<file path="config.mk">
export PLATFORM = sky130hd
export DESIGN_NAME = alu_sequencer_flat
export DESIGN_NICKNAME = d
export VERILOG_FILES = /design/src/rtl/alu_sequencer_pkg.sv /design/src/rtl/alu_sequencer_if.sv /design/src/rtl/alu_seq_fsm.sv /design/src/rtl/alu_sequencer.sv /design/src/flat_wrapper.sv
export SDC_FILE = /design/constraint.sdc
export NUM_CORES = 1
export LEC_CHECK = 0
export ABC_CLOCK_PERIOD_IN_PS = 1930
export CELL_PAD_IN_SITES_DETAIL_PLACEMENT = 0
export CELL_PAD_IN_SITES_GLOBAL_PLACEMENT = 1
export CORE_UTILIZATION = 30
export CTS_CLUSTER_SIZE = 16
export DETAILED_ROUTE_END_ITERATION = 7
export PLACE_DENSITY = 0.88
export SYNTH_ARGS = -nofsm -noshare
export SYNTH_HDL_FRONTEND = slang
export SYNTH_SLANG_ARGS = --single-unit
</file>
<file path="constraint.sdc">
create_clock -name clock -period 1.93 [get_ports clock]
set_clock_uncertainty 0.1 [all_clocks]
set_input_delay 0.579 -clock clock [delete_from_list [all_inputs] [get_ports clock]]
set_output_delay 0.579 -clock clock [all_outputs]
set_load 0.02 [all_outputs]
</file>
<file path="src/rtl/alu_sequencer_pkg.sv">
// alu_sequencer_pkg
// Shared definitions for the ALU sequencer: datapath sizes, command kinds,
// FSM states, 74181 function codes (f[4:1] = S3..S0, f[0] = M) and the
// shift-direction encoding carried on f[0] during shifts.
package alu_sequencer_pkg;

   localparam int WIDTH = 16;
   localparam int SHW   = 4;

   typedef enum logic [1:0] {
      K_ALU_UCIN = 2'b00,
      K_ALU_FCIN = 2'b01,
      K_SHIFT    = 2'b10,
      K_RSVD     = 2'b11
   } kind_e;

   typedef enum logic [1:0] {
      ST_IDLE  = 2'b00,
      ST_EXEC  = 2'b01,
      ST_SHIFT = 2'b10,
      ST_DONE  = 2'b11
   } state_e;

   // Arithmetic mode (M=0)
   localparam logic [4:0] F_ADD   = {4'b1001, 1'b0};
   localparam logic [4:0] F_SUB   = {4'b0110, 1'b0};
   // Logic mode (M=1)
   localparam logic [4:0] F_AND   = {4'b1011, 1'b1};
   localparam logic [4:0] F_OR    = {4'b1110, 1'b1};
   localparam logic [4:0] F_XOR   = {4'b0110, 1'b1};
   localparam logic [4:0] F_PASSA = {4'b1111, 1'b1};

   localparam logic SH_LEFT  = 1'b1;
   localparam logic SH_RIGHT = 1'b0;

endpackage

</file>
<file path="src/rtl/alu_sequencer_if.sv">
// alu_sequencer_if
// Bundles the command side (CPU control unit) and the ALU side of the
// sequencer. slave  = the sequencer's view.
//                master = the environment's view (control unit + ALU).
// Command: start, kind, cmdF, cmdUcin, opA, opB, shamt in;
//          result, carryFlag, zeroFlag, busy, done out.
// ALU:     aluA, aluB, aluF, aluCsel, aluUcin, aluFcin, aluNotALUOE,
//          aluNotShiftOE out; aluY, aluCout, aluZout in.
interface alu_sequencer_if;
   import alu_sequencer_pkg::*;

   logic             start;
   logic [1:0]       kind;
   logic [4:0]       cmdF;
   logic             cmdUcin;
   logic [WIDTH-1:0] opA;
   logic [WIDTH-1:0] opB;
   logic [SHW-1:0]   shamt;
   logic [WIDTH-1:0] result;
   logic             carryFlag;
   logic             zeroFlag;
   logic             busy;
   logic             done;

   logic [WIDTH-1:0] aluA;
   logic [WIDTH-1:0] aluB;
   logic [4:0]       aluF;
   logic             aluCsel;
   logic             aluUcin;
   logic             aluFcin;
   logic             aluNotALUOE;
   logic             aluNotShiftOE;
   logic [WIDTH-1:0] aluY;
   logic             aluCout;
   logic             aluZout;

   modport slave (
      input  start, kind, cmdF, cmdUcin, opA, opB, shamt,
      input  aluY, aluCout, aluZout,
      output result, carryFlag, zeroFlag, busy, done,
      output aluA, aluB, aluF, aluCsel, aluUcin, aluFcin, aluNotALUOE, aluNotShiftOE
   );

   modport master (
      output start, kind, cmdF, cmdUcin, opA, opB, shamt,
      output aluY, aluCout, aluZout,
      input  result, carryFlag, zeroFlag, busy, done,
      input  aluA, aluB, aluF, aluCsel, aluUcin, aluFcin, aluNotALUOE, aluNotShiftOE
   );

endinterface

</file>
<file path="src/rtl/alu_seq_fsm.sv">
// alu_seq_fsm
// Sequencer state machine: state, shift iteration count and the registered
// ALU control lines (f, csel, ucin, both output enables) plus busy/done.
// Ports: clock, notReset; start/kind/cmd_f/cmd_ucin/shamt from the command
// bus; state to the datapath; registered control outputs to the ALU.
module alu_seq_fsm
   import alu_sequencer_pkg::*;
(
   input  logic           clock,
   input  logic           notReset,
   input  logic           start,
   input  logic [1:0]     kind,
   input  logic [4:0]     cmd_f,
   input  logic           cmd_ucin,
   input  logic [SHW-1:0] shamt,
   output state_e         state,
   output logic           busy,
   output logic           done,
   output logic           not_alu_oe,
   output logic           not_shift_oe,
   output logic [4:0]     alu_f,
   output logic           alu_csel,
   output logic           alu_ucin
);

   state_e         state_q, state_d;
   logic [SHW-1:0] count_q, count_d;
   logic           busy_q, busy_d;
   logic           done_q, done_d;
   logic           not_alu_oe_q, not_alu_oe_d;
   logic           not_shift_oe_q, not_shift_oe_d;
   logic [4:0]     alu_f_q, alu_f_d;
   logic           alu_csel_q, alu_csel_d;
   logic           alu_ucin_q, alu_ucin_d;

   // Control lines are computed from the next state so they are valid for
   // the whole EXEC/SHIFT cycle; both enables default high, which keeps the
   // two bus drivers mutually exclusive by construction.
   always_comb begin
      state_d        = state_q;
      count_d        = count_q;
      busy_d         = busy_q;
      done_d         = 1'b0;
      not_alu_oe_d   = 1'b1;
      not_shift_oe_d = 1'b1;
      alu_f_d        = alu_f_q;
      alu_csel_d     = alu_csel_q;
      alu_ucin_d     = alu_ucin_q;
      unique case (state_q)
         ST_IDLE: begin
            if (start) begin
               busy_d = 1'b1;
               unique case (kind_e'(kind))
                  K_ALU_UCIN, K_ALU_FCIN: begin
                     state_d      = ST_EXEC;
                     not_alu_oe_d = 1'b0;
                     alu_f_d      = cmd_f;
                     alu_csel_d   = kind[0];
                     alu_ucin_d   = cmd_ucin;
                  end
                  K_SHIFT: begin
                     if (shamt != '0) begin
                        state_d        = ST_SHIFT;
                        count_d        = shamt;
                        not_shift_oe_d = 1'b0;
                        alu_f_d        = {4'b0000, cmd_f[0]};
                     end else begin
                        state_d = ST_DONE;
                        done_d  = 1'b1;
                        busy_d  = 1'b0;
                     end
                  end
                  default: begin
                     state_d = ST_DONE;
                     done_d  = 1'b1;
                     busy_d  = 1'b0;
                  end
               endcase
            end
         end
         ST_EXEC: begin
            state_d = ST_DONE;
            done_d  = 1'b1;
            busy_d  = 1'b0;
         end
         ST_SHIFT: begin
            count_d = count_q - SHW'(1);
            if (count_q == SHW'(1)) begin
               state_d = ST_DONE;
               done_d  = 1'b1;
               busy_d  = 1'b0;
            end else begin
               not_shift_oe_d = 1'b0;
            end
         end
         default: state_d = ST_IDLE;   // ST_DONE: start is ignored here
      endcase
   end

   always_ff @(posedge clock or negedge notReset) begin
      if (!notReset) begin
         state_q        <= ST_IDLE;
         count_q        <= '0;
         busy_q         <= 1'b0;
         done_q         <= 1'b0;
         not_alu_oe_q   <= 1'b1;
         not_shift_oe_q <= 1'b1;
         alu_f_q        <= '0;
         alu_csel_q     <= 1'b0;
         alu_ucin_q     <= 1'b0;
      end else begin
         state_q        <= state_d;
         count_q        <= count_d;
         busy_q         <= busy_d;
         done_q         <= done_d;
         not_alu_oe_q   <= not_alu_oe_d;
         not_shift_oe_q <= not_shift_oe_d;
         alu_f_q        <= alu_f_d;
         alu_csel_q     <= alu_csel_d;
         alu_ucin_q     <= alu_ucin_d;
      end
   end

   assign state        = state_q;
   assign busy         = busy_q;
   assign done         = done_q;
   assign not_alu_oe   = not_alu_oe_q;
   assign not_shift_oe = not_shift_oe_q;
   assign alu_f        = alu_f_q;
   assign alu_csel     = alu_csel_q;
   assign alu_ucin     = alu_ucin_q;

endmodule

</file>
<file path="src/rtl/alu_sequencer.sv">
// alu_sequencer
// Control block in front of the 16-bit 74181 ALU. Accepts one command at a
// time, drives the ALU controls and captures y/cout/zout into the result
// and flag registers. Multi-bit shifts loop y back into A once per cycle.
// Ports: clock, notReset (async, active low); bus = alu_sequencer_if.slave
// carrying the command handshake and the ALU control/result lines.
module alu_sequencer
   import alu_sequencer_pkg::*;
(
   input  logic            clock,
   input  logic            notReset,
   alu_sequencer_if.slave  bus
);

   state_e           state;
   logic [WIDTH-1:0] a_q, a_d;
   logic [WIDTH-1:0] b_q, b_d;
   logic [WIDTH-1:0] result_q, result_d;
   logic             carry_q, carry_d;
   logic             zero_q, zero_d;

   alu_seq_fsm u_fsm (
      .clock        (clock),
      .notReset     (notReset),
      .start        (bus.start),
      .kind         (bus.kind),
      .cmd_f        (bus.cmdF),
      .cmd_ucin     (bus.cmdUcin),
      .shamt        (bus.shamt),
      .state        (state),
      .busy         (bus.busy),
      .done         (bus.done),
      .not_alu_oe   (bus.aluNotALUOE),
      .not_shift_oe (bus.aluNotShiftOE),
      .alu_f        (bus.aluF),
      .alu_csel     (bus.aluCsel),
      .alu_ucin     (bus.aluUcin)
   );

   // aluY is only looked at in EXEC/SHIFT; elsewhere the bus floats.
   always_comb begin
      a_d      = a_q;
      b_d      = b_q;
      result_d = result_q;
      carry_d  = carry_q;
      zero_d   = zero_q;
      unique case (state)
         ST_IDLE: begin
            // Reserved kind leaves every register untouched.
            if (bus.start && kind_e'(bus.kind) != K_RSVD) begin
               a_d = bus.opA;
               b_d = bus.opB;
               // Zero-length shift completes immediately: result is A,
               // carry keeps its old value.
               if (kind_e'(bus.kind) == K_SHIFT && bus.shamt == '0) begin
                  result_d = bus.opA;
                  zero_d   = (bus.opA == '0);
               end
            end
         end
         ST_EXEC: begin
            result_d = bus.aluY;
            carry_d  = bus.aluCout;
            zero_d   = bus.aluZout;
         end
         ST_SHIFT: begin
            a_d      = bus.aluY;
            result_d = bus.aluY;
            carry_d  = bus.aluCout;
            zero_d   = bus.aluZout;
         end
         default: ;
      endcase
   end

   always_ff @(posedge clock or negedge notReset) begin
      if (!notReset) begin
         a_q      <= '0;
         b_q      <= '0;
         result_q <= '0;
         carry_q  <= 1'b0;
         zero_q   <= 1'b0;
      end else begin
         a_q      <= a_d;
         b_q      <= b_d;
         result_q <= result_d;
         carry_q  <= carry_d;
         zero_q   <= zero_d;
      end
   end

   assign bus.aluA      = a_q;
   assign bus.aluB      = b_q;
   assign bus.result    = result_q;
   assign bus.carryFlag = carry_q;
   assign bus.zeroFlag  = zero_q;
   // Registered carry feeds the ALU so kind 01 chains across commands.
   assign bus.aluFcin   = carry_q;

endmodule

</file>
<file path="src/flat_wrapper.sv">
// flat-port wrapper written by rule: the top's interface ports become plain ports
module alu_sequencer_flat import alu_sequencer_pkg::*;
  (clock, notReset, bus_start, bus_kind, bus_cmdF, bus_cmdUcin, bus_opA, bus_opB, bus_shamt, bus_aluY, bus_aluCout, bus_aluZout, bus_result, bus_carryFlag, bus_zeroFlag, bus_busy, bus_done, bus_aluA, bus_aluB, bus_aluF, bus_aluCsel, bus_aluUcin, bus_aluFcin, bus_aluNotALUOE, bus_aluNotShiftOE);
  alu_sequencer_if bus_i ();
  input  logic clock;
  input  logic notReset;
  input wire logic [$bits(bus_i.start)-1:0] bus_start;
  input wire logic [$bits(bus_i.kind)-1:0] bus_kind;
  input wire logic [$bits(bus_i.cmdF)-1:0] bus_cmdF;
  input wire logic [$bits(bus_i.cmdUcin)-1:0] bus_cmdUcin;
  input wire logic [$bits(bus_i.opA)-1:0] bus_opA;
  input wire logic [$bits(bus_i.opB)-1:0] bus_opB;
  input wire logic [$bits(bus_i.shamt)-1:0] bus_shamt;
  input wire logic [$bits(bus_i.aluY)-1:0] bus_aluY;
  input wire logic [$bits(bus_i.aluCout)-1:0] bus_aluCout;
  input wire logic [$bits(bus_i.aluZout)-1:0] bus_aluZout;
  output wire logic [$bits(bus_i.result)-1:0] bus_result;
  output wire logic [$bits(bus_i.carryFlag)-1:0] bus_carryFlag;
  output wire logic [$bits(bus_i.zeroFlag)-1:0] bus_zeroFlag;
  output wire logic [$bits(bus_i.busy)-1:0] bus_busy;
  output wire logic [$bits(bus_i.done)-1:0] bus_done;
  output wire logic [$bits(bus_i.aluA)-1:0] bus_aluA;
  output wire logic [$bits(bus_i.aluB)-1:0] bus_aluB;
  output wire logic [$bits(bus_i.aluF)-1:0] bus_aluF;
  output wire logic [$bits(bus_i.aluCsel)-1:0] bus_aluCsel;
  output wire logic [$bits(bus_i.aluUcin)-1:0] bus_aluUcin;
  output wire logic [$bits(bus_i.aluFcin)-1:0] bus_aluFcin;
  output wire logic [$bits(bus_i.aluNotALUOE)-1:0] bus_aluNotALUOE;
  output wire logic [$bits(bus_i.aluNotShiftOE)-1:0] bus_aluNotShiftOE;
  assign bus_i.start = bus_start;
  assign bus_i.kind = bus_kind;
  assign bus_i.cmdF = bus_cmdF;
  assign bus_i.cmdUcin = bus_cmdUcin;
  assign bus_i.opA = bus_opA;
  assign bus_i.opB = bus_opB;
  assign bus_i.shamt = bus_shamt;
  assign bus_i.aluY = bus_aluY;
  assign bus_i.aluCout = bus_aluCout;
  assign bus_i.aluZout = bus_aluZout;
  assign bus_result = bus_i.result;
  assign bus_carryFlag = bus_i.carryFlag;
  assign bus_zeroFlag = bus_i.zeroFlag;
  assign bus_busy = bus_i.busy;
  assign bus_done = bus_i.done;
  assign bus_aluA = bus_i.aluA;
  assign bus_aluB = bus_i.aluB;
  assign bus_aluF = bus_i.aluF;
  assign bus_aluCsel = bus_i.aluCsel;
  assign bus_aluUcin = bus_i.aluUcin;
  assign bus_aluFcin = bus_i.aluFcin;
  assign bus_aluNotALUOE = bus_i.aluNotALUOE;
  assign bus_aluNotShiftOE = bus_i.aluNotShiftOE;
  alu_sequencer u_core (.clock(clock), .notReset(notReset), .bus(bus_i));
endmodule
</file>
Yosys cells after proc, flatten, opt, wreduce, memory -nomap -nowiden --
Cells that the tools add are included.
Word-level totals: flip-flop bits (word level) 67, bits in latches 0, RAM bits 0, bits in read-only memories 0, input port bits 65, output and inout port bits 62, logic and storage cells 84, memories kept 0
Cells by class: add/sub/neg operators 1, multipliers 0, div/mod/pow operators 0, magnitude comparators 0, equal/unequal tests 13, shift-type cells 0, muxes and demuxes 35, bitwise gates (word level) 0, reductions and logical operators 21
Operators by type and width (count):
- $pmux 16 s2 | 2
- $mux 16 | 3
- $logic_not 16->1 | 1
- $mux 1 | 14
- $mux 4 | 3
- $ne 2x2->1 const B | 5
- $pmux 5 s2 | 1
- $reduce_and 3->1 | 3
- $pmux 1 s2 | 4
- $pmux 4 s2 | 1
- $reduce_and 4->1 | 2
- $ne 2x1->1 const B | 3
- $pmux 1 s3 | 2
- $pmux 2 s3 | 1
- $reduce_and 2->1 | 3
- $reduce_bool 2->1 | 3
- $mux 5 | 1
- $eq 2x1->1 const B | 2
- $eq 2x2->1 const B | 2
- $eq 4x1->1 const B | 1
- $logic_not 2->1 | 2
- $logic_not 4->1 | 1
- $mux 2 | 2
- $pmux 2 s2 | 1
- 5 further kinds | 7

Longest topological paths before layout --
Gate-level depths: netlist of run 1.
depth in word-level cells 5, depth in mapped cells 8, gate-level depth less buffers 6

By module --
Synthesis of run 1 repeated with hierarchy kept, for this count alone.
Second synthesis, totals: cell total of the unflattened synthesis 264, area, all modules 3248.1 sq um
Modules (own cells, without submodules):
- alu_sequencer | instances 1, cells each 179, area an instance 2319.7 sq um, sequential area each 1251.2 sq um
- alu_seq_fsm | instances 1, cells each 85, area an instance 928.4 sq um, sequential area each 427.9 sq um

Worst setup path before layout of run 1 --
OpenSTA, ideal clock, no wires.
path kind input-to-reg, from in bus_shamt[1], to reg u_core.u_fsm.alu_f_q[0] (netlist: u_core.u_fsm.alu_f[0]), library setup time 0.125 ns, arrival time 1.696 ns, required time 1.705 ns, slack 0.009 ns, stages on the path 4, path buffers 0, path through nor4_4 > o21a_1 > nand2b_4 > mux2_2
On the way: longest elaborated chain between the ends 3
Ends and longest elaborated chain:
- from (decl) | RTL line flat_wrapper.sv:13 | input wire logic [$bits(bus_i.shamt)-1:0] bus_shamt;
- $reduce_bool 4->1 | RTL line alu_seq_fsm.sv:62 | if (shamt != '0) begin
- $ne 2x2->1 (no line)
- $reduce_and 4->1 (no line)
- to (signal assigned) | RTL line alu_seq_fsm.sv:118 | alu_f_q <= alu_f_d;
- to (decl) | RTL line alu_seq_fsm.sv:32 | logic [4:0] alu_f_q, alu_f_d;
Every way passes these cells. A chain may end at the register's enable or synchronous reset.

Worst setup path in the final report of run 1 --
from reg u_core.u_fsm.not_shift_oe_q (netlist: u_core.u_fsm.not_shift_oe), to out bus_aluNotShiftOE
RTL lines:
- from (decl) | RTL line alu_seq_fsm.sv:31 | logic not_shift_oe_q, not_shift_oe_d;
- from (signal assigned) | RTL line alu_seq_fsm.sv:117 | not_shift_oe_q <= not_shift_oe_d;
- to (decl) | RTL line flat_wrapper.sv:29 | output wire logic [$bits(bus_i.aluNotShiftOE)-1:0] bus_aluNotShiftOE;
No word-level cell between the ends.

==> results of run 1 <==
==> how the worst max path moves through the flow <==
stage	from	endpoint	slack, ps	depth (start not counted)
6_report	u_core.u_fsm.not_shift_oe	bus_aluNotShiftOE	60	1
5_1_grt	u_core.u_fsm.state[0]	u_core.u_fsm.count_q[3]	3	7
4_1_cts	bus_kind[1]	u_core.u_fsm.count_q[1]	-10	5
3_5_place_dp	bus_shamt[1]	u_core.u_fsm.count_q[2]	-420	6
3_3_place_gp	bus_shamt[1]	u_core.u_fsm.alu_f[0]	-380	5
2_1_floorplan	bus_shamt[1]	u_core.u_fsm.alu_f[0]	9	4
==> layer usage <==
metal | GRT usage [%] | vias up | part of all wire, %
li1 | - | 1317 | -
met1 | 20.8 | 1300 | 44
met2 | 27.9 | 103 | 48
met3 | 4.43 | 8 | 6.4
met4 | 5.33 | 0 | 0.91
met5 | 0 | - | 0
==> metrics by stage <==
stage | std cells | util (%) | TNS [ps] | total power, W
floorplan | 277 | - | 0 | 0.00541
global placement | 561 | 46.9 | -17550 | 0.00748
detailed placement | 561 | 46.9 | -19710 | 0.00762
CTS | 578 | 48.3 | -18.2 | 0.00840
global route | 578 | 48.5 | 0 | 0.00893
finish | 578 | 48.5 | 0 | 0.00831
==> cells by family after synthesis <==
family / count (synthesis)
AO/OA/AOI/OAI: 56
adder cells (fa/ha/maj): 7
buffers and inverters: 22
multiplexers: 55
AND/OR/NAND/NOR: 70
flip-flops: 67
==> area by class of cell <==
type | count | area [µm²] | share of cell area (%)
multi-input combinational | 188 | 1440 | 28.8
sequential | 67 | 1680 | 33.6
clock inverter | 5 | 61.3 | 1.22
tap | 136 | 170 | 3.40
timing repair buffer | 163 | 1490 | 29.8
inverter | 8 | 30.0 | 0.600
clock buffer | 11 | 131 | 2.63
==> synthesized netlist by cell type, types with 3 or more instances <==
master,number,area (µm²)
a211oi_1,4,30.0
a32o_1,4,40.0
and3_1,3,18.8
buf_2,8,40.0
dfrtp_1,65,1630
ha_1,7,87.6
inv_1,8,30.0
mux2_2,21,236
mux2i_1,34,340
nand2_1,38,143
nor2_1,5,18.8
nor3_1,7,35.0
nor4_1,3,18.8
o21ai_0,18,90.1
o21ai_1,16,80.1
==> report_power, final <==
group,switching [W],internal (W)
registers,0.000397,0.00212
logic,0.00257,0.00205
clock network,0.000561,0.000605
total,0.00353,0.00478
==> flip-flops by register name, summed over array words and instances (netlist names) <==
name / count
u_core.bus.aluA: 16
u_core.bus.aluB: 16
u_core.bus.aluFcin: 1
u_core.bus.result: 16
u_core.bus.zeroFlag: 1
u_core.u_fsm.alu_csel: 1
u_core.u_fsm.alu_f: 5
u_core.u_fsm.alu_ucin: 1
u_core.u_fsm.busy: 1
u_core.u_fsm.count_q: 4
u_core.u_fsm.done: 1
u_core.u_fsm.not_alu_oe: 1
u_core.u_fsm.not_shift_oe: 1
u_core.u_fsm.state: 2
==> timing repair <==
action / in CTS / in global routing
buffers inserted: 1 / 0
pin swaps: 3 / 3
hold buffers: 0 / 0
cloned: 0 / 0
endpoints found under the setup margin: 79 / 20
gates resized for setup: 72 / 6
==> cells in the final DEF (no fill, tap or decap), drive strengths merged, types with 2 or more instances in the layout <==
master / count
a311oi: 2
dfrtp: 65
a211oi: 4
nor3: 7
a32o: 4
dlygate4sd2: 67
nor4: 4
ha: 7
buf: 38
mux2: 21
clkinv: 3
o21ai: 34
nor2: 5
o31ai: 3
dfstp: 2
a21oi: 2
nand3: 2
clkdlybuf4s50: 56
o21a: 2
and3: 4
o41ai: 2
mux2i: 34
clkbuf: 11
dlymetal6s2s: 2
inv: 9
nand2: 40
==> flow_summary.json, run 1 <==
{
  "synth_cell_type_count": 41,
  "drt-wirelength-per-cell_um": 15.1,
  "clockBufferDepth": 2,
  "drc": 0,
  "cp_cell_sequence": "dlygate4sd2_1",
  "n_antenna_cell": 0,
  "dr.pass1.iters": 5,
  "start_util_pct": 31.0,
  "worst_slack_ps": 61.8,
  "grt_max_degree": 68,
  "dp_hpwl_um": 6440,
  "grt_usage_pct": 16.6,
  "peakVddDrop_mv": 0.643,
  "setup_viol": 0,
  "synth_cells": 277,
  "power_density_nw_per_um2": 1660,
  "vias_per_cell": 4.72,
  "ys_seq_area_share_pct": 52.5,
  "worstSkewPairLatency_ps": 340,
  "grt_pass1_wl_um": 14500,
  "synthSimpleGateAreaFrac_pct": 11.1,
  "synth_compound_area_share_pct": 12.0,
  "p_leak_nw": 2.33,
  "root_buffer": "clkbuf_8",
  "place_congestion": 0.762,
  "row_count": 37,
  "drv_cap": 0,
  "slew_viol_final": 0,
  "cts_tree": "built",
  "path_clk_slew_ps": 80,
  "finalCriticalPeriod_ps": 1870,
  "synthMuxAreaShare_pct": 18.1,
  "crit_required_ps": 1250,
  "antenna_found_initial": 0,
  "fin_crit_sh_pct": 96.8,
  "r2r_start": "u_core.u_fsm.state[0]",
  "start_kind": "flip-flop",
  "fmaxAchievable_ghz": 0.535,
  "fillerInstances": 987,
  "area_growth_pct": 56.6,
  "yosys_warnings": 0,
  "crit_type": "reg -> out",
  "die_w_um": 105,
  "grt_pass1_vias": 2896,
  "cts_sinks": 67,
  "cp_slowest_cell": "dfstp_2",
  "final_area_um2": 5000,
  "status": "completed",
  "netlist_area_um2": 3200,
  "syn_area_per_cell_um2": 11.5,
  "core_area_um2": 10300,
  "r2r_setup_slack_ps": 80,
  "hold_class": "in -> async",
  "rr_worst_depth": 7,
  "ys_async_sr_fraction_pct": 100,
  "reg2reg_to": "u_core.u_fsm.count_q[3]",
  "critPathArrivalTime_ps": 1190,
  "die_h_um": 105,
  "cts_inserted_buffers": 9,
  "io_pins": 127,
  "ant_nets": 0,
  "rsz0062_at_grt": "no",
  "cp_max_fo": 1,
  "slew_headroom_pct": 75.0,
  "routed_wl_um": 8700,
  "yosys_most_used_dff": "dfrtp_1",
  "overflow": 0,
  "io_buffers": 126,
  "drtIter0Drc": 72,
  "end_kind": "output pin",
  "placed_cell_area_um2": 4840,
  "final-hold-violation-count": 0,
  "die_area_um2": 11100,
  "layout-drive-gt1-share_pct": 21.3,
  "dp_slack_ps": -424,
  "worst_slew_pin_slew_ps": 375,
  "final_nets": 509,
  "critPathTopFamily": "flip-flops",
  "synth-xor-area-share_pct": 0,
  "synthAdderAreaFrac_pct": 2.74,
  "synth_top_family_by_area": "multiplexers",
  "vias": 2728,
  "hold_ws_ps": 135,
  "syn_nets": 349,
  "synth_edf_count": 0,
  "ys_seq_elements": 67,
  "cp_num_buf_inv": 1,
  "htree_levels": 3,
  "cp_slowest_stage_delay_ps": 530
}
Power figures use the tool's default switching activity.
==> run 2, diff against run 1 <==
--- a/config.mk
+++ b/config.mk
@@ -5,13 +5,14 @@
 export SDC_FILE = /design/constraint.sdc
 export NUM_CORES = 1
 export LEC_CHECK = 0
-export ABC_CLOCK_PERIOD_IN_PS = 1930
+export ABC_AREA = 1
+export ABC_CLOCK_PERIOD_IN_PS = 2050
 export CELL_PAD_IN_SITES_DETAIL_PLACEMENT = 0
 export CELL_PAD_IN_SITES_GLOBAL_PLACEMENT = 1
-export CORE_UTILIZATION = 30
+export CORE_UTILIZATION = 31
 export CTS_CLUSTER_SIZE = 16
 export DETAILED_ROUTE_END_ITERATION = 7
-export PLACE_DENSITY = 0.88
+export PLACE_DENSITY = 0.92
 export SYNTH_ARGS = -nofsm -noshare
 export SYNTH_HDL_FRONTEND = slang
 export SYNTH_SLANG_ARGS = --single-unit
==> constraint.sdc (replaced) <==
create_clock -name clock -period 2.05 [get_ports clock]
set_clock_uncertainty 0.1 [all_clocks]
set_input_delay 0.615 -clock clock [delete_from_list [all_inputs] [get_ports clock]]
set_output_delay 0.615 -clock clock [all_outputs]
set_load 0.02 [all_outputs]
==> flow_summary.json, run 2 <==
{
  "reg2reg_to": "u_core.bus.aluB[4]",
  "cts_tree": "built",
  "synth-xor-area-share_pct": 0,
  "ant_nets": 0,
  "crit_required_ps": 1330,
  "syn_area_per_cell_um2": 7.76,
  "synth_edf_count": 0,
  "yosysTopAreaCellShare_pct": 49.9,
  "final_common_cell": "nand2_1",
  "rr_worst_depth": 7,
  "final_cell_mix": "nand2_1, dfrtp_1, clkdlybuf4s50_1",
  "grt_usage_pct": 17.6,
  "cp_slowest_stage_delay_ps": 600,
  "drc": 0,
  "synthTopCellsByCount": "nand2_1, dfrtp_1, o21ai_0, inv_1, nor2_1",
  "cp_slowest_cell": "clkdlybuf4s50_1",
  "startpoint": "u_core.u_fsm.alu_ucin",
  "cp_max_fo": 2,
  "rsz0062_at_grt": "no",
  "yosys_warnings": 0,
  "grt_pass1_vias": 3121,
  "routed_wl_um": 9190,
  "fin_crit_sh_pct": 97.4,
  "io_buffers": 126,
  "cts_inserted_buffers": 9,
  "start_kind": "flip-flop",
  "cts_hold_buf": 0,
  "drtIter0Drc": 163,
  "cp_cell_sequence": "clkdlybuf4s50_1",
  "fin_util_pct": 48.6,
  "area_growth_pct": 53.0,
  "final-hold-violation-count": 0,
  "root_buffer": "clkbuf_8",
  "swShare_pct": 45.3,
  "ys_seq_area_share_pct": 51.5,
  "die_area_um2": 10900,
  "cts_sinks": 67,
  "postCtsSetupRepairBufs": 0,
  "die_h_um": 105,
  "critPathTopFamily": "buffers and inverters",
  "dp_hpwl_um": 6640,
  "start_util_pct": 31.7,
  "synth.most_common_cell": "nand2_1",
  "final_area_um2": 4990,
  "slew_headroom_pct": 73.8,
  "yosysTopAreaCell": "dfrtp_1",
  "slew_viol_final": 0,
  "synthMuxAreaShare_pct": 0.345,
  "n_antenna_cell": 0,
  "fillerInstances": 1026,
  "synth_compound_area_share_pct": 9.17,
  "ctsResizeCount": 22,
  "synthSimpleGateAreaFrac_pct": 28.9,
  "grt_max_degree": 68,
  "end_kind": "output pin",
  "core_area_um2": 10300,
  "worst_slew_pin_slew_ps": 393,
  "clockBufferDepth": 2,
  "crit_type": "reg -> out",
  "die_w_um": 105,
  "finalSetupTns_ps": 0,
  "antenna_found_initial": 0,
  "status": "completed",
  "final_nets": 626,
  "htree_levels": 3,
  "r2r_start": "u_core.u_fsm.state[0]",
  "cp_num_cells": 1,
  "synth_cells": 420,
  "synth_area_leaders": "dfrtp_1, nand2_1, o21ai_0, inv_1, nor2_1",
  "drt-wirelength-per-cell_um": 13.2,
  "combPwrFrac_pct": 56.8,
  "p_clk_share_pct": 13.8,
  "vias_per_cell": 4.44,
  "p_int_w": 0.00434,
  "ys_seq_elements": 67,
  "layout-drive-gt1-share_pct": 8.41,
  "dr.pass1.iters": 4,
  "vias": 3088,
  "power_density_nw_per_um2": 1590,
  "fmaxAchievable_ghz": 0.501,
  "grt_pass1_wl_um": 15300,
  "hold_class": "in -> async",
  "drv_cap": 0,
  "io_pins": 127,
  "p_seq_share_pct": 29.3,
  "worstSkewPairLatency_ps": 340,
  "r2r_setup_slack_ps": 310,
  "synthAdderAreaFrac_pct": 2.69,
  "cp_num_buf_inv": 1,
  "path_clk_slew_ps": 70,
  "p_leak_nw": 2.83,
  "worstSetupEndpoint": "bus_aluUcin",
  "peakVddDrop_mv": 0.727,
  "ys_async_sr_fraction_pct": 100,
  "placed_cell_area_um2": 4730,
  "syn_nets": 492,
  "overflow": 0,
  "synth_top_family_by_area": "simple AND/OR/NAND/NOR gates",
  "yosys_most_used_dff": "dfrtp_1",
  "finalCriticalPeriod_ps": 2000,
  "synth_cell_type_count": 27,
  "critPathArrivalTime_ps": 1280,
  "p_switching_w": 0.00359,
  "netlist_area_um2": 3260,
  "setup_viol": 0,
  "place_congestion": 0.809,
  "row_count": 37
}
[run 2: cell families after synthesis]
family	after synthesis
AOI/OAI and AO/OA	53
adders and majority gates	7
buffers and inverters	53
DFF	67
muxes	1
and+or+nand+nor	239
[run 2: stage by stage]
stage                     setup WS [ps]  hold WS (ps)  total power, W  instances
after floorplan                     434           219         0.00509        420
after global placement            -32.1           368         0.00702        679
after detailed placement          -83.3           371         0.00713        679
after CTS                         0.596           194         0.00813        695
after global routing              0.167           189         0.00861        695
final                              53.3           158         0.00793        695
[run 2: how the worst min path moves through the flow]
stage / from / end / slack (ps)
global route: notReset / u_core.u_fsm.count_q[2] / 190
CTS: notReset / u_core.u_fsm.count_q[2] / 190
floorplan: notReset / u_core.bus.aluA[0] / 220
global placement: u_core.bus.aluB[13] / u_core.bus.aluB[13] / 370
finish: notReset / u_core.u_fsm.count_q[2] / 160
detailed placement: u_core.bus.result[11] / u_core.bus.result[11] / 370
[run 2: power by group through the flow]
stage / sequential [W] / combinational [W] / clock [W]
after floorplan: 0.00301 / 0.00209 / 0
after global placement: 0.00236 / 0.00466 / 0
after detailed placement: 0.00237 / 0.00476 / 0
after CTS: 0.00235 / 0.00464 / 0.00114
after global routing: 0.00242 / 0.00500 / 0.00119
final: 0.00233 / 0.00450 / 0.00110
[run 2: cell type report]
cell class / count / area (µm²) / share of cell area [%]
clock buffer: 9 / 124 / 2.48
clock inverter: 7 / 68.8 / 1.38
inverter: 36 / 139 / 2.78
multi-input combinational: 300 / 1340 / 26.9
sequential: 67 / 1680 / 33.7
tap: 136 / 170 / 3.41
timing repair buffer: 140 / 1470 / 29.4
[run 2: metal layers]
layer / global-route usage [%] / vias to the layer above / wire [µm]
li1: - / 1577 / -
met1: 22.0 / 1413 / 4130
met2: 30.5 / 87 / 4500
met3: 3.93 / 11 / 462
met4: 4.90 / 0 / 100
met5: 0 / - / 0
==> run 3, diff against run 2 <==
--- a/config.mk
+++ b/config.mk
@@ -13,6 +13,7 @@
 export CTS_CLUSTER_SIZE = 16
 export DETAILED_ROUTE_END_ITERATION = 7
 export PLACE_DENSITY = 0.92
+export REMOVE_ABC_BUFFERS = 1
 export SYNTH_ARGS = -nofsm -noshare
 export SYNTH_HDL_FRONTEND = slang
 export SYNTH_SLANG_ARGS = --single-unit
==> flow_summary.json, run 3 (same netlist as run 2, synthesis figures left out) <==
{
  "status": "completed",
  "finalSetupTns_ps": 0,
  "cts_sinks": 67,
  "root_buffer": "clkbuf_8",
  "drt-wirelength-per-cell_um": 12.6,
  "die_w_um": 105,
  "final_cell_mix": "nand2_1, clkdlybuf4s50_1, dfrtp_1",
  "die_area_um2": 10900,
  "overflow": 0,
  "layout-drive-gt1-share_pct": 8.21,
  "hold_ws_ps": 176,
  "io_pins": 127,
  "place_congestion": 0.772,
  "htree_levels": 3,
  "n_antenna_cell": 0,
  "end_kind": "output pin",
  "drtIter0Drc": 150,
  "grt_max_degree": 68,
  "vias_per_cell": 4.43,
  "fin_crit_sh_pct": 97.8,
  "crit_type": "reg -> out",
  "grt_pass1_wl_um": 14700,
  "antenna_found_initial": 0,
  "fillerInstances": 1029,
  "finalCriticalPeriod_ps": 2000,
  "crit_required_ps": 1330,
  "p_leak_nw": 2.73,
  "critPathArrivalTime_ps": 1290,
  "ant_nets": 0,
  "fmaxAchievable_ghz": 0.499,
  "row_count": 37,
  "critPathTopFamily": "buffers and inverters",
  "slew_viol_final": 0,
  "cts_inserted_buffers": 9,
  "fin_util_pct": 48.5,
  "start_util_pct": 31.7,
  "hold_class": "in -> async",
  "grt_usage_pct": 17.1,
  "worstSkewPairLatency_ps": 330,
  "grt_pass1_vias": 3061,
  "final_nets": 627,
  "drc": 0,
  "path_clk_slew_ps": 80,
  "start_kind": "flip-flop",
  "routed_wl_um": 8760,
  "final_cells": 696,
  "dr.pass1.iters": 4,
  "slew_headroom_pct": 75.7,
  "setup_viol": 0,
  "drv_cap": 0,
  "core_area_um2": 10300,
  "final-hold-violation-count": 0,
  "final_common_cell": "nand2_1",
  "cp_cell_sequence": "clkdlybuf4s50_1",
  "clockBufferDepth": 2,
  "peakVddDrop_mv": 0.736,
  "dp_cells": 680,
  "worst_slew_pin_slew_ps": 364,
  "power_w": 0.00796,
  "io_buffers": 126,
  "cp_slowest_stage_delay_ps": 600,
  "rsz0062_at_grt": "no",
  "cts_tree": "built",
  "cp_max_fo": 2,
  "cp_slowest_cell": "clkdlybuf4s50_1",
  "dp_hpwl_um": 6360,
  "vias": 3082,
  "cp_num_buf_inv": 1,
  "area_growth_pct": 52.9,
  "die_h_um": 105,
  "power_density_nw_per_um2": 1600
}
## run 3: changes by cell type in the layout (fill, tap and decap cells not counted), moves of 2 or more
cell,change
dlymetal6s2s_1,-10
clkdlybuf4s50_1,+9
clkinvlp_4,-2
clkbuf_8,+3
clkinv_2,-2
clkbuf_1,+2
## run 3: layer usage
metal  up-vias  GRT usage, %  share of wire (%)
li1       1578             -                  -
met1      1385          22.0                 47
met2       111          27.4                 45
met3         8          4.74                7.1
met4         0          6.22                1.1
met5         -             0                  0
## run 3: layout make-up
cell class | instances | area, µm² | share of cell area [%]
Sequential cell | 67 | 1680 | 33.7
Timing Repair Buffer | 141 | 1450 | 29.1
Multi-Input combinational cell | 300 | 1340 | 26.9
Clock buffer | 14 | 173 | 3.46
Tap cell | 136 | 170 | 3.41
Inverter | 36 | 139 | 2.79
Clock inverter | 2 | 35.0 | 0.703
## run 3: repair_timing
action,4_1_cts,5_1_grt
resized for setup,23,29
gates cloned,0,0
pin swaps,0,0
endpoints found under the setup margin,23,29
hold buffers,0,0
buffers inserted,0,0
## run 3: stage by stage
| step | cell area (µm²) | worst slack, ps |
|---|---|---|
| finish | 4990 | 45.5 |
| global placement | 4730 | 3.70 |
| floorplan | 3160 | -107 |
| global route | 4990 | 0.578 |
| detailed placement | 4730 | -45.9 |
| CTS | 4910 | 0.296 |
## run 3: power by group
| group | switching (W) | internal (W) | leakage, nW | total [W] |
|---|---|---|---|---|
| sequential | 0.000345 | 0.00198 | 0.810 | 0.00233 |
| combinational | 0.00267 | 0.00182 | 1.81 | 0.00450 |
| clock | 0.000477 | 0.000661 | 0.107 | 0.00114 |
## run 3: final timing paths
check	startpoint	to	slack, ps	cells past startpoint
hold / removal	notReset	u_core.u_fsm.alu_f[1]	180	2
max in group asynchronous	notReset	u_core.u_fsm.not_alu_oe	1330	2
setup reg to reg	u_core.u_fsm.state[0]	u_core.bus.zeroFlag	270	8
min in group clock	u_core.bus.result[12]	u_core.bus.result[12]	380	2
hold reg to reg	u_core.bus.result[12]	u_core.bus.result[12]	380	2
setup / recovery	u_core.bus.aluA[3]	bus_aluA[3]	50	1
